## src/rtl/ps2_pkg.sv

```systemverilog
// Shared types and constants for the PS/2 device-to-host receive path.
package ps2_pkg;

  typedef enum logic [1:0] {
    IDLE   = 2'd0,
    DATA   = 2'd1,
    PARITY = 2'd2,
    STOP   = 2'd3
  } ps2_state_t;

  localparam int   PS2_DATA_BITS = 8;
  localparam logic PS2_START     = 1'b0;
  localparam logic PS2_STOP      = 1'b1;

  // Odd parity holds when data plus parity bit carry an odd number of ones.
  function automatic logic ps2_odd_ok(input logic [PS2_DATA_BITS-1:0] d, input logic p);
    return ^{d, p};
  endfunction

endpackage

```

## src/rtl/ps2_sync_filter.sv

```systemverilog
// Two-flop synchronisers for both PS/2 lines plus a run-length glitch filter
// on the clock line that yields a one-cycle falling-edge strobe.
module ps2_sync_filter #(
  parameter int FILTER_LEN = 8
) (
  input  logic clk,
  input  logic rst,
  input  logic ps2_clk,
  input  logic ps2_data,
  output logic clk_filt,
  output logic fall,
  output logic data_sync
);

  localparam int CW = $clog2(FILTER_LEN + 1);

  logic [1:0]    clk_s;
  logic [1:0]    dat_s;
  logic [CW-1:0] cnt;

  assign data_sync = dat_s[1];

  // cnt tops out at FILTER_LEN-1: the next differing sample flips the
  // filtered level and restarts the run, so it never wraps.
  always_ff @(posedge clk or negedge rst) begin
    if (!rst) begin
      clk_s    <= 2'b11;
      dat_s    <= 2'b11;
      clk_filt <= 1'b1;
      cnt      <= '0;
      fall     <= 1'b0;
    end else begin
      clk_s <= {clk_s[0], ps2_clk};
      dat_s <= {dat_s[0], ps2_data};
      fall  <= 1'b0;
      if (clk_s[1] == clk_filt) begin
        cnt <= '0;
      end else if (cnt == CW'(FILTER_LEN - 1)) begin
        clk_filt <= clk_s[1];
        cnt      <= '0;
        fall     <= clk_filt;
      end else begin
        cnt <= cnt + CW'(1);
      end
    end
  end

endmodule

```

## src/rtl/ps2_rx.sv

```systemverilog
// PS/2 device-to-host frame receiver: start/8 data/odd parity/stop, with an
// inter-edge timeout. bsy falling marks a fresh byte on data_out.
module ps2_rx
  import ps2_pkg::*;
#(
  parameter int FILTER_LEN     = 8,
  parameter int TIMEOUT_CYCLES = 100000
) (
  input  logic       clk,
  input  logic       rst,
  input  logic       ps2_clk,
  input  logic       ps2_data,
  output logic [7:0] data_out,
  output logic       bsy,
  output logic       frame_err
);

  localparam int TW = $clog2(TIMEOUT_CYCLES + 1);

  logic clk_filt, fall_raw, fall, din;

  ps2_sync_filter #(.FILTER_LEN(FILTER_LEN)) u_filt (
    .clk       (clk),
    .rst       (rst),
    .ps2_clk   (ps2_clk),
    .ps2_data  (ps2_data),
    .clk_filt  (clk_filt),
    .fall      (fall_raw),
    .data_sync (din)
  );

  // The strobe is registered alongside the new low level, so both agree.
  assign fall = fall_raw & ~clk_filt;

  ps2_state_t              state, state_n;
  logic [2:0]              bit_cnt, bit_cnt_n;
  logic [PS2_DATA_BITS-1:0] shreg, shreg_n;
  logic                    par, par_n;
  logic [TW-1:0]           to_cnt, to_cnt_n;
  logic [7:0]              data_out_n;
  logic                    bsy_n, frame_err_n;

  always_ff @(posedge clk or negedge rst) begin
    if (!rst) begin
      state     <= IDLE;
      bit_cnt   <= '0;
      shreg     <= '0;
      par       <= 1'b0;
      to_cnt    <= '0;
      data_out  <= '0;
      bsy       <= 1'b1;
      frame_err <= 1'b0;
    end else begin
      state     <= state_n;
      bit_cnt   <= bit_cnt_n;
      shreg     <= shreg_n;
      par       <= par_n;
      to_cnt    <= to_cnt_n;
      data_out  <= data_out_n;
      bsy       <= bsy_n;
      frame_err <= frame_err_n;
    end
  end

  always_comb begin
    state_n     = state;
    bit_cnt_n   = bit_cnt;
    shreg_n     = shreg;
    par_n       = par;
    to_cnt_n    = to_cnt;
    data_out_n  = data_out;
    bsy_n       = bsy;
    frame_err_n = 1'b0;

    case (state)
      IDLE: begin
        to_cnt_n = '0;
        if (fall && din == PS2_START) begin
          state_n   = DATA;
          bit_cnt_n = '0;
          bsy_n     = 1'b1;
        end
      end
      DATA: begin
        if (fall) begin
          shreg_n = {din, shreg[PS2_DATA_BITS-1:1]};
          if (bit_cnt == 3'(PS2_DATA_BITS - 1)) state_n = PARITY;
          else                                  bit_cnt_n = bit_cnt + 3'd1;
        end
      end
      PARITY: begin
        if (fall) begin
          par_n   = din;
          state_n = STOP;
        end
      end
      STOP: begin
        if (fall) begin
          if (din == PS2_STOP && ps2_odd_ok(shreg, par)) begin
            data_out_n = shreg;
            bsy_n      = 1'b0;
          end else begin
            frame_err_n = 1'b1;
          end
          state_n = IDLE;
        end
      end
      default: state_n = IDLE;
    endcase

    // An edge arriving in the expiry cycle takes precedence over the abort.
    if (state != IDLE) begin
      if (fall) begin
        to_cnt_n = '0;
      end else if (to_cnt == TW'(TIMEOUT_CYCLES)) begin
        to_cnt_n    = '0;
        frame_err_n = 1'b1;
        state_n     = IDLE;
      end else begin
        to_cnt_n = to_cnt + TW'(1);
      end
    end
  end

endmodule

```

## config.mk

```make
export PLATFORM = sky130hd
export DESIGN_NAME = ps2_rx
export DESIGN_NICKNAME = d
export VERILOG_FILES = /design/src/rtl/ps2_pkg.sv /design/src/rtl/ps2_sync_filter.sv /design/src/rtl/ps2_rx.sv
export SDC_FILE = /design/constraint.sdc
export NUM_CORES = 1
export LEC_CHECK = 0
export CORE_UTILIZATION = 58
export DETAILED_ROUTE_END_ITERATION = 8
export GPL_TIMING_DRIVEN = 1
export HOLD_SLACK_MARGIN = 0.1
export PLACE_DENSITY_LB_ADDON = 0.2
export SLEW_MARGIN = 20
export SYNTH_ARGS = -nofsm -noshare
export SYNTH_HDL_FRONTEND = slang
export SYNTH_SLANG_ARGS = --single-unit
export TNS_END_PERCENT = 20
```

## constraint.sdc

```tcl
create_clock -name clk -period 2.1 [get_ports clk]
set_input_delay 0.315 -clock clk [delete_from_list [all_inputs] [get_ports clk]]
set_output_delay 0.315 -clock clk [all_outputs]
set_load 0.02 [all_outputs]
```

==> flow_metrics.env <==
export IMPL_postCtsSetupBuffers=0
export IMPL_syn_area_um2=2420
export IMPL_synth_cell_type_count=41
export IMPL_synth_compound_area_share_pct=6.06
export IMPL_synth_xor_area_share_pct=8.70
export IMPL_finClkSkew_ps=10.0
export IMPL_cpPeakStageDelay_ps=440
export IMPL_clk_pin_slew_ps=90
export IMPL_detail_route_antenna_nets=0
export IMPL_clockBufferDepth=2
export IMPL_clock_latency_ps=300
export IMPL_first_pass_iters=4
export IMPL_coreArea_um2=4000
export IMPL_status="finished, final reports clean"
export IMPL_drive_above_1_share_pct=19.2
export IMPL_syn_area_per_cell_um2=11.6
export IMPL_r2r_slack_ps=160
export IMPL_wl_per_cell_um=15.6
export IMPL_end_kind="register"
export IMPL_yosysWarnings=0
export IMPL_min_path_type="reg2reg"
export IMPL_max_slew_margin_pct=69.0
export IMPL_grt_pass1_vias=1676
export IMPL_cts_hold_buf=1
export IMPL_yosysSeqAreaShare_pct=53.1
export IMPL_power_mw=1.86
export IMPL_min_period_over_period_pct=92.3
export IMPL_yosys_area_share_simple_pct=17.5
export IMPL_grt_max_degree=22
export IMPL_dp_cells=270
export IMPL_cts_resized=0
export IMPL_cp_data_required_time_ps=2290
export IMPL_layout_common_cells="dfrtp_1 (45), mux2_2 (18), nor3_1 (17), nand2_1 (15), clkdlybuf4s50_1 (12)"
export IMPL_cp_buffers_inverters=0
export IMPL_antenna_found_initial=0
export IMPL_ctsRootBufferMaster="clkbuf_8"
export IMPL_synthCells=209
export IMPL_arrival_ps=2130
export IMPL_cp_top_family="multiplexers"
export IMPL_htreeDepth=2
export IMPL_final_common_cell="dfrtp_1"
export IMPL_rsz0062_at_grt="no"
export IMPL_ir_worst_vdd_mv=0.494
export IMPL_dp_hpwl_um=3150
export IMPL_io_pins=14
export IMPL_via_per_inst=5.94
export IMPL_cp_cell_sequence="xor2_1 > xnor3_2 > mux2i_4 > mux2_2"
export IMPL_drt_iter0_drc=132
export IMPL_routed_wl_um=4340
export IMPL_layout_min_cycle_time_ps=1940
export IMPL_async_reset_ff_share_pct=100
export IMPL_start_kind="register"
export IMPL_finalSetupViolCount=0
export IMPL_hold_violations=0
export IMPL_drc=0
export IMPL_slew_viol_final=0
export IMPL_track_usage_pct=22.9
export IMPL_globalplace_congestion=0.844
export IMPL_cts_made_buffers=5
export IMPL_overflow=0
export IMPL_synth_edf_count=0
export IMPL_worst_slew_pin_slew_ps=464
export IMPL_port_buffers=13
export IMPL_path_max_fanout=9
export IMPL_cts_sinks=51
export IMPL_vias=1657
export IMPL_finalSetupTns_ps=0
export IMPL_row_count=23
export IMPL_die_y_um=66.5
export IMPL_start_util_pct=60.4
export IMPL_die_x_um=66.5
export IMPL_slowest_stage="xnor3_2"
export IMPL_synth_nets=218
export IMPL_synth_top_family_by_area="simple AND/OR/NAND/NOR gates"
export IMPL_nNetsFinal=237
export IMPL_dieArea_um2=4430
export IMPL_area_growth_pct=13.6
export IMPL_final_util_pct=68.6
export IMPL_cap_violations=0
export IMPL_synth_area_mux_share_pct=9.74
export IMPL_synth_seq_cells=51
export IMPL_criticalPathCategory="reg2reg"
export IMPL_power_leakage_nw=1.19
export IMPL_max_freq_ghz=0.516
export IMPL_diodes=0
export IMPL_cts_tree="built"
export IMPL_grt_pass1_wl_um=7510
export IMPL_synthFlopType="dfrtp_1"
export IMPL_finalNonFillerCells=279
export IMPL_power_density_nw_per_um2=679
export IMPL_synthAdderAreaFrac_pct=2.59
## Yosys cell counts, drive strengths merged, types with 2 or more instances
library cell / n / area share (%)
xor2: 7 / 2.5
nor2b: 2 / 0.52
or3: 2 / 0.52
a31o: 2 / 0.73
nor3b: 5 / 1.6
nand2: 15 / 2.3
nand3: 7 / 1.4
a211oi: 4 / 1.2
xnor2: 9 / 3.3
nor4: 2 / 0.52
and3: 2 / 0.52
nor2: 6 / 0.93
and2: 4 / 1.0
nor3: 18 / 3.9
dfrtp: 45 / 47
mux2: 18 / 8.4
o21ai: 10 / 2.1
a21oi: 3 / 0.62
a22o: 3 / 1.1
clkbuf: 7 / 1.1
xnor3: 2 / 1.9
mux2i: 2 / 1.3
dfstp: 6 / 6.5
ha: 5 / 2.6
inv: 6 / 0.93
nand4: 7 / 1.8
## worst register-to-register path: cells and delay by family, from the launching register on
kind | cells | cell delay, ps
xor gates and xnor gates | 2 | 610
DFF | 1 | 420
muxes | 2 | 790
## layer usage
layer | up-vias | wire, um | share of wire, % | track usage, %
met4 | 0 | 69 | 1.6 | 8.51
met1 | 833 | 1990 | 46 | 29.1
met5 | - | 0 | 0 | 0
met2 | 32 | 2150 | 50 | 38.4
met3 | 7 | 134 | 3.1 | 4.62
li1 | 785 | - | - | -
## layout make-up
cell class	count	area (um^2)
Sequential cell	51	1280
Fill cell	285	1260
Multi-Input combinational cell	144	1080
Timing Repair Buffer	20	180
Clock buffer	6	82.6
Tap cell	50	62.6
Clock inverter	2	35.0
Inverter	6	22.5
## power by group
group | switching, mW | internal, mW
clock network | 0.297 | 0.385
logic | 0.0586 | 0.0557
registers | 0.0387 | 1.03
## kinds of logic (layout without fill, tap and decap cells)
logic type,Yosys count,count (layout)
AOI/OAI and AO/OA,23,23
xor gates and xnor gates,19,19
adders and majority gates,5,5
buffers and inverters,14,34
DFF,51,51
muxes,20,20
and+or+nand+nor,77,77
## flip-flops by register name, summed over array words and instances (netlist names)
register and flops:
to_cnt 17, data_out 8, shreg 8, u_filt.cnt 4
bit_cnt 3, state 2, u_filt.clk_s 2, u_filt.dat_s 2
bsy 1, frame_err 1, par 1, u_filt.clk_filt 1
u_filt.fall 1
## per-stage QoR
step | setup slack [ps] | cell area [um^2] | hold slack [ps]
3_3_place_gp | 201 | 2620 | 281
3_5_place_dp | 159 | 2620 | 294
2_1_floorplan | 295 | 2420 | 19.4
4_1_cts | 146 | 2740 | 359
6_report | 162 | 2740 | 355
5_1_grt | 49.2 | 2740 | 354
## worst paths after layout
| check | startpoint | to | cells past startpoint |
|---|---|---|---|
| worst max register to register | shreg[1]$_DFFE_PN0P_ | data_out[3]$_DFFE_PN0P_ | 4 |
| min in group asynchronous | rst | to_cnt[16]$_DFF_PN0_ | 2 |
| worst min register to register | u_filt.dat_s[0]$_DFF_PN1_ | u_filt.dat_s[1]$_DFF_PN1_ | 0 |
| worst max-delay path | shreg[1]$_DFFE_PN0P_ | data_out[3]$_DFFE_PN0P_ | 4 |
| max in group asynchronous | rst | u_filt.clk_filt$_DFFE_PN1P_ | 3 |
| worst min-delay path | u_filt.dat_s[0]$_DFF_PN1_ | u_filt.dat_s[1]$_DFF_PN1_ | 0 |
Note: power is estimated with default switching activity, not from simulation.
==> edit 1: new RTL, same flow settings <==
The output `frame_err` loses its register stage (`frame_err` becomes a continuous assignment).
--- a/src/rtl/ps2_rx.sv
+++ b/src/rtl/ps2_rx.sv
@@ -49,7 +49,6 @@
       to_cnt    <= '0;
       data_out  <= '0;
       bsy       <= 1'b1;
-      frame_err <= 1'b0;
     end else begin
       state     <= state_n;
       bit_cnt   <= bit_cnt_n;
@@ -58,9 +57,10 @@
       to_cnt    <= to_cnt_n;
       data_out  <= data_out_n;
       bsy       <= bsy_n;
-      frame_err <= frame_err_n;
     end
   end
+
+  assign frame_err = frame_err_n;
 
   always_comb begin
     state_n     = state;
Formal check against the unedited RTL: no difference found for any inputs over 10 cycles, from zero or initial values and one cycle with rst low; that may be too few to reach the edited logic, so the function may still have changed.
==> edit 1 against the original RTL <==
The flow now finishes with violations (negative setup slack); power down 8.6%; cell count increased by 11%; sequential power fell by 4%; sequential cell count is 1 lower; synthesized area fell by 1.0%; design area increased by 8.2%; core utilization up 9.6 points; worst setup slack got worse by 0.34 ns; register-to-register slack lost 0.14 ns; wire length is 13% higher; non-clock buffer count grew 33; highest routed layer unchanged.
==> edit 1: results (changes against the original RTL) <==
Synthesis
  – Mapped Nets: 217 (-0.46%)
  – Synth Area in Compound Gates: 6.12% (+0.063 points)
  – XOR/XNOR Fraction of Synth Area: 8.79% (+0.091 points)
  – Yosys warning total: 0 (unchanged)
  – Register area share after synthesis: 52.6% (-0.49 points)
  – Synth area leaders: dfrtp_1 (46%), mux2_2 (8.5%), dfstp_2 (6.6%)
  – Post-Synth Adder-Cell Area: 2.62% (+0.027 points)
  – Mux cell area share after synthesis: 9.84% (+0.10 points)
  – Syn Area/Cell: 11.5 sq um (-0.56%)
  – Commonest cells post-synth: dfrtp_1 (44), mux2_2 (18), nor3_1 (17), nand2_1 (15)

GRT
  – Vias in the first global route: 1760 (+5.0%)
  – Largest net degree at the start of global routing: 51 (+130%)
  – Met1 usage: 28.9% (-0.20 points)
  – M2 GR Usage: 40.1% (+1.7 points)
  – Initial antenna violation count: 0 (unchanged)
  – First-pass GRT wire length: 7800 microns (+3.9%)
  – Total Routing Usage GR: 24.2% (+1.3 points)
  – Routing usage on met3: 6.03% (+1.4 points)

STA
  – Setup WS post-layout: -0.176 ns (-0.338 ns)
  – Skew final: 0.00626 ns (-0.00379 ns)
  – Setup violators final: 1 (+1)
  – Setup TNS: -0.176 ns (-0.176 ns)
  – Worst-margin pin slew: 0.627 ns (+0.162 ns)

Min path
  – Min-delay worst type: input pin to async pin

Clock network
  – Root Driver: clkbuf_8
  – Clk_lat worst skew: 0.30 ns (about the same)
  – CTS Buf Count: 5 (unchanged)
  – Clock slew at reported path FFs: 0.08 ns

Pwr
  – Peak VDD IR: 0.000321 V (-35%)
  – Lkg Pwr: 1.36 nW (+14%)

Worst setup path
  – Critical Path Source: to_cnt[14]
  – Worst reg2reg path depth: 9 (+5)
  – Worst Setup EP: frame_err
  – Worst reg2reg setup slack: 0.02 ns (-0.14 ns)
  – Crit Path Max Fanout: 2 (-7)
  – Critical Path AT: 1.96 ns (-0.17 ns)
  – Reg-to-reg endpoint: to_cnt[9]

Route
  – Drt first-iter violations: 92 (-30%)
  – Metal3 WL: 110 microns (-18%)
  – DR vias: 1781 (+7.5%)
  – M1 WL: 2130 microns (+7.2%)
  – DR WL met2: 2570 microns (+19%)
  – DRT Wirelength: 4910 microns (+13%)

Finish
  – Finished Layout Cells: 309 (+11%)
  – Share of cells above drive strength 1: 31.0% (+12 points)
  – Antenna cells: 0 (unchanged)
  – Largest regs: to_cnt: 17 flops, data_out: 8 flops, shreg: 8 flops
  – Nets@finish: 269 (+14%)

Placed design
  – Dpl hpwl: 3210 microns (+1.9%)
  – GP Congestion: 0.791 (-6.2%)
  – DP Cell Count: 295 (+9.3%)
  – Placed cell areas: 2800 sq um (+7.0%)
  – Pre-CTS WS: -0.246 ns (-0.405 ns)

Run status
  – Violations in the final reports: negative setup slack
  – Outcome: finished, violations left
[edit 1: cell types whose count changed after synthesis]
cell	before	now
dfrtp_1	45	44
[edit 1: cells by family after synthesis]
kind of cell | Yosys count
AOI/OAI and AO/OA | 23
xor gates and xnor gates | 19
adders and majority gates | 5
buffers and inverters | 14
DFF | 50
muxes | 20
and+or+nand+nor | 77
[edit 1: area by class of cell]
| class | count | area, sq um |
|---|---|---|
| Sequential cell | 50 | 1260 |
| Multi-Input combinational cell | 144 | 1110 |
| Fill cell | 242 | 830 |
| Timing Repair Buffer | 53 | 433 |
| Clock buffer | 8 | 80.1 |
| Tap cell | 48 | 60.1 |
| Inverter | 6 | 22.5 |
[edit 1: how the worst min path moves through the flow]
stage / startpoint / end / slack, ns / cells past startpoint
detailed placement: u_filt.clk_s[0] / u_filt.clk_s[1] / 0.35 / 0
global placement: u_filt.dat_s[0] / u_filt.dat_s[1] / 0.35 / 0
finish: rst / shreg[3] / 0.11 / 2
global route: rst / data_out[4] / 0.16 / 2
floorplan: rst / bit_cnt[0] / 0.02 / 0
CTS: rst / shreg[3] / 0.13 / 2
[edit 1: power breakdown]
part / total (W) / switching, W / internal [W]
logic: 0.000136 / 0.0000728 / 0.0000635
clock network: 0.000534 / 0.000297 / 0.000237
registers: 0.00103 / 0.0000253 / 0.00101
[edit 1: what timing repair did]
item / 4_1_cts / 5_1_grt
gates resized for setup: 10 / 8
pin swaps: 2 / 4
setup endpoints to repair: 1 / 27
gates cloned: 0 / 2
setup buffers: 5 / 1
[edit 1: worst max-delay path, stage by stage, from the launching register on]
cell	delay, ns
dfrtp_1	0.39
nor4_2	0.29
nand4_1	0.22
or4_4	0.53
o21ai_2	0.09
buf_6	0.14
==> edit 2: new RTL, same settings <==
Made on the original files. Set the parameter `TIMEOUT_CYCLES` to 200000 (it was 100000).
--- a/src/rtl/ps2_rx.sv
+++ b/src/rtl/ps2_rx.sv
@@ -4,7 +4,7 @@
   import ps2_pkg::*;
 #(
   parameter int FILTER_LEN     = 8,
-  parameter int TIMEOUT_CYCLES = 100000
+  parameter int TIMEOUT_CYCLES = 200000
 ) (
   input  logic       clk,
   input  logic       rst,
Function: same outputs for any inputs over 10 cycles, from zero or initial values and one cycle with rst low; that may be too few to reach the edited logic, so the function may still have changed.
==> edit 2 against the original RTL <==
Via count fell by 0.78%; maximum frequency down 3.7%; core utilization rose by 1.2 points; design area up 2.6%; power increased by 0.25%; wire length grew 0.48%; synthesized area increased by 1.9%; non-clock buffer count is the same; sequential cell count grew 1; first-iteration DRC count decreased by 49%; count of clock-buffer cells in the layout down 1; worst setup slack worse by 0.075 ns; critical path depth increased by 2; critical path type unchanged; largest power group unchanged; highest routed layer unchanged.
==> edit 2: results (changes against the original RTL) <==
Run status
  – Outcome: completed

Synthesis
  – Post-Synth Adder-Cell Area: 2.54% (-0.049 points)
  – Register area share after synthesis: 53.2% (about the same)
  – Mapped Nets: 220 (+0.92%)
  – Mux cell area share after synthesis: 9.55% (-0.18 points)
  – Synth area leaders: dfrtp_1 (47%), mux2_2 (8.2%), dfstp_2 (6.4%)
  – Distinct cell type count after synthesis: 45 (+9.8%)
  – Synth Area in Compound Gates: 6.10% (+0.039 points)
  – XOR/XNOR Fraction of Synth Area: 8.89% (+0.19 points)
  – Commonest cells post-synth: dfrtp_1 (46), nor2_1 (23), mux2_2 (18), xnor2_1 (14), nand2_1 (12)
  – Synth Flop Type: dfrtp_1

Placed design
  – GP Congestion: 0.821 (-2.7%)
  – Placed cell areas: 2680 sq um (+2.5%)
  – Dpl hpwl: 3140 microns (-0.24%)
  – IO Port Bufs: 13 (unchanged)

Worst setup path
  – Worst reg2reg path depth: 6 (+2)
  – Crit Path Max Fanout: 5 (-4)
  – R2r startpoint: to_cnt[0]
  – Worst reg2reg setup slack: 0.09 ns (-0.08 ns)
  – Crit path launch type: flop
  – Critical Path AT: 2.21 ns (+0.08 ns)
  – Reg-to-reg endpoint: state[1]

Min path
  – Hold Path Origin: u_filt.clk_s[0]

Route
  – M1 WL: 1910 microns (-3.8%)
  – DR vias: 1644 (-0.78%)
  – Metal3 WL: 127 microns (-5.2%)
  – Highest metal used: met4
  – Drt first-iter violations: 67 (-49%)
  – Drt wl/cell: 15.4 microns (-1.3%)
  – DR WL met2: 2270 microns (+5.4%)

Pwr
  – Lkg Pwr: 1.22 nW (+2.4%)
  – Peak VDD IR: 0.000378 V (-24%)

Finish
  – Share of cells above drive strength 1: 20.1% (+0.87 points)
  – Largest regs: to_cnt: 18 flops, data_out: 8 flops, shreg: 8 flops
  – Final Cell Area: 2810 sq um (+2.6%)
  – Nets@finish: 242 (+2.1%)

GRT
  – Vias in the first global route: 1637 (-2.3%)
  – Largest net degree at the start of global routing: 29 (+32%)
  – First-pass GRT wire length: 7310 microns (-2.7%)
  – Total Routing Usage GR: 22.3% (-0.59 points)

STA
  – Slew headroom: 56.5% (-13 points)
  – Skew final: 0.00357 ns (-0.00648 ns)
-- edit 2: cell types whose count changed in the layout (fill, tap and decap cells not counted), sizes merged, moves of 3 or more --
cell    unedited run  this run
a211oi             4         0
a21oi              3         6
and2               4         1
inv                6         9
nand2             15        12
nand3              7        11
nand4              7         2
nor2               6        23
nor3              18         4
or4b               0         3
xnor2              9        14
xor2               7         3
-- edit 2: cell type report --
type / instances / share of cell area, %
Timing Repair Buffer: 20 / 7.29
Multi-Input combinational cell: 145 / 38.8
Tap cell: 50 / 2.22
Inverter: 9 / 1.20
Sequential cell: 52 / 46.5
Clock buffer: 5 / 2.45
Clock inverter: 3 / 1.51
-- edit 2: worst max-delay path: stages (launching register included) --
cell and delay (ns):
dfrtp_1 0.43, inv_1 0.07, ha_1 0.13, or4b_4 0.47, nor4_4 0.33, a21oi_1 0.14, a221o_1 0.35
-- edit 2: cell families (layout without fill, tap and decap cells) --
kind of cell | after synthesis | in the layout
xor gates and xnor gates | 20 | 20
buffers and inverters | 14 | 37
AOI/OAI and AO/OA | 24 | 24
adders and majority gates | 5 | 5
DFF | 52 | 52
muxes | 20 | 20
and+or+nand+nor | 76 | 76
-- edit 2: per-stage QoR --
| stage | hold WS, ns | instances | worst slack (ns) |
|---|---|---|---|
| after floorplan | 0.0194 | 211 | 0.203 |
| after global placement | 0.347 | 274 | 0.151 |
| after detailed placement | 0.351 | 274 | 0.0710 |
| after CTS | 0.364 | 283 | 0.0516 |
| after global routing | 0.370 | 284 | -0.000176 |
| final | 0.361 | 284 | 0.0867 |
-- edit 2: power breakdown --
group / leakage (nW) / total, W / switching, W / internal, W
clock network: 0.0541 / 0.000673 / 0.000321 / 0.000353
logic: 0.467 / 0.000112 / 0.0000566 / 0.0000557
registers: 0.703 / 0.00108 / 0.0000358 / 0.00105
total: 1.22 / 0.00187 / 0.000413 / 0.00145
-- edit 2: worst min-delay path by stage --
stage                                  to  slack (ns)  depth (start not counted)
after floorplan                bit_cnt[0]        0.02                          0
after global placement    u_filt.clk_s[1]        0.35                          0
after detailed placement  u_filt.clk_s[1]        0.35                          0
after CTS                 u_filt.clk_s[1]        0.36                          0
after global routing      u_filt.clk_s[1]        0.37                          0
final                     u_filt.clk_s[1]        0.36                          0
-- edit 2: layer usage --
layer | vias to the layer above | track usage [%]
li1 | 787 | -
met1 | 815 | 26.2
met2 | 36 | 38.6
met3 | 6 | 5.91
met4 | 0 | 9.04
met5 | - | 0
-- edit 2: timing repair --
item,4_1_cts,5_1_grt
hold buffers,1,0
resized for setup,0,1
hold endpoints to repair,23,0
setup buffers,0,1
endpoints found under the setup margin,0,2
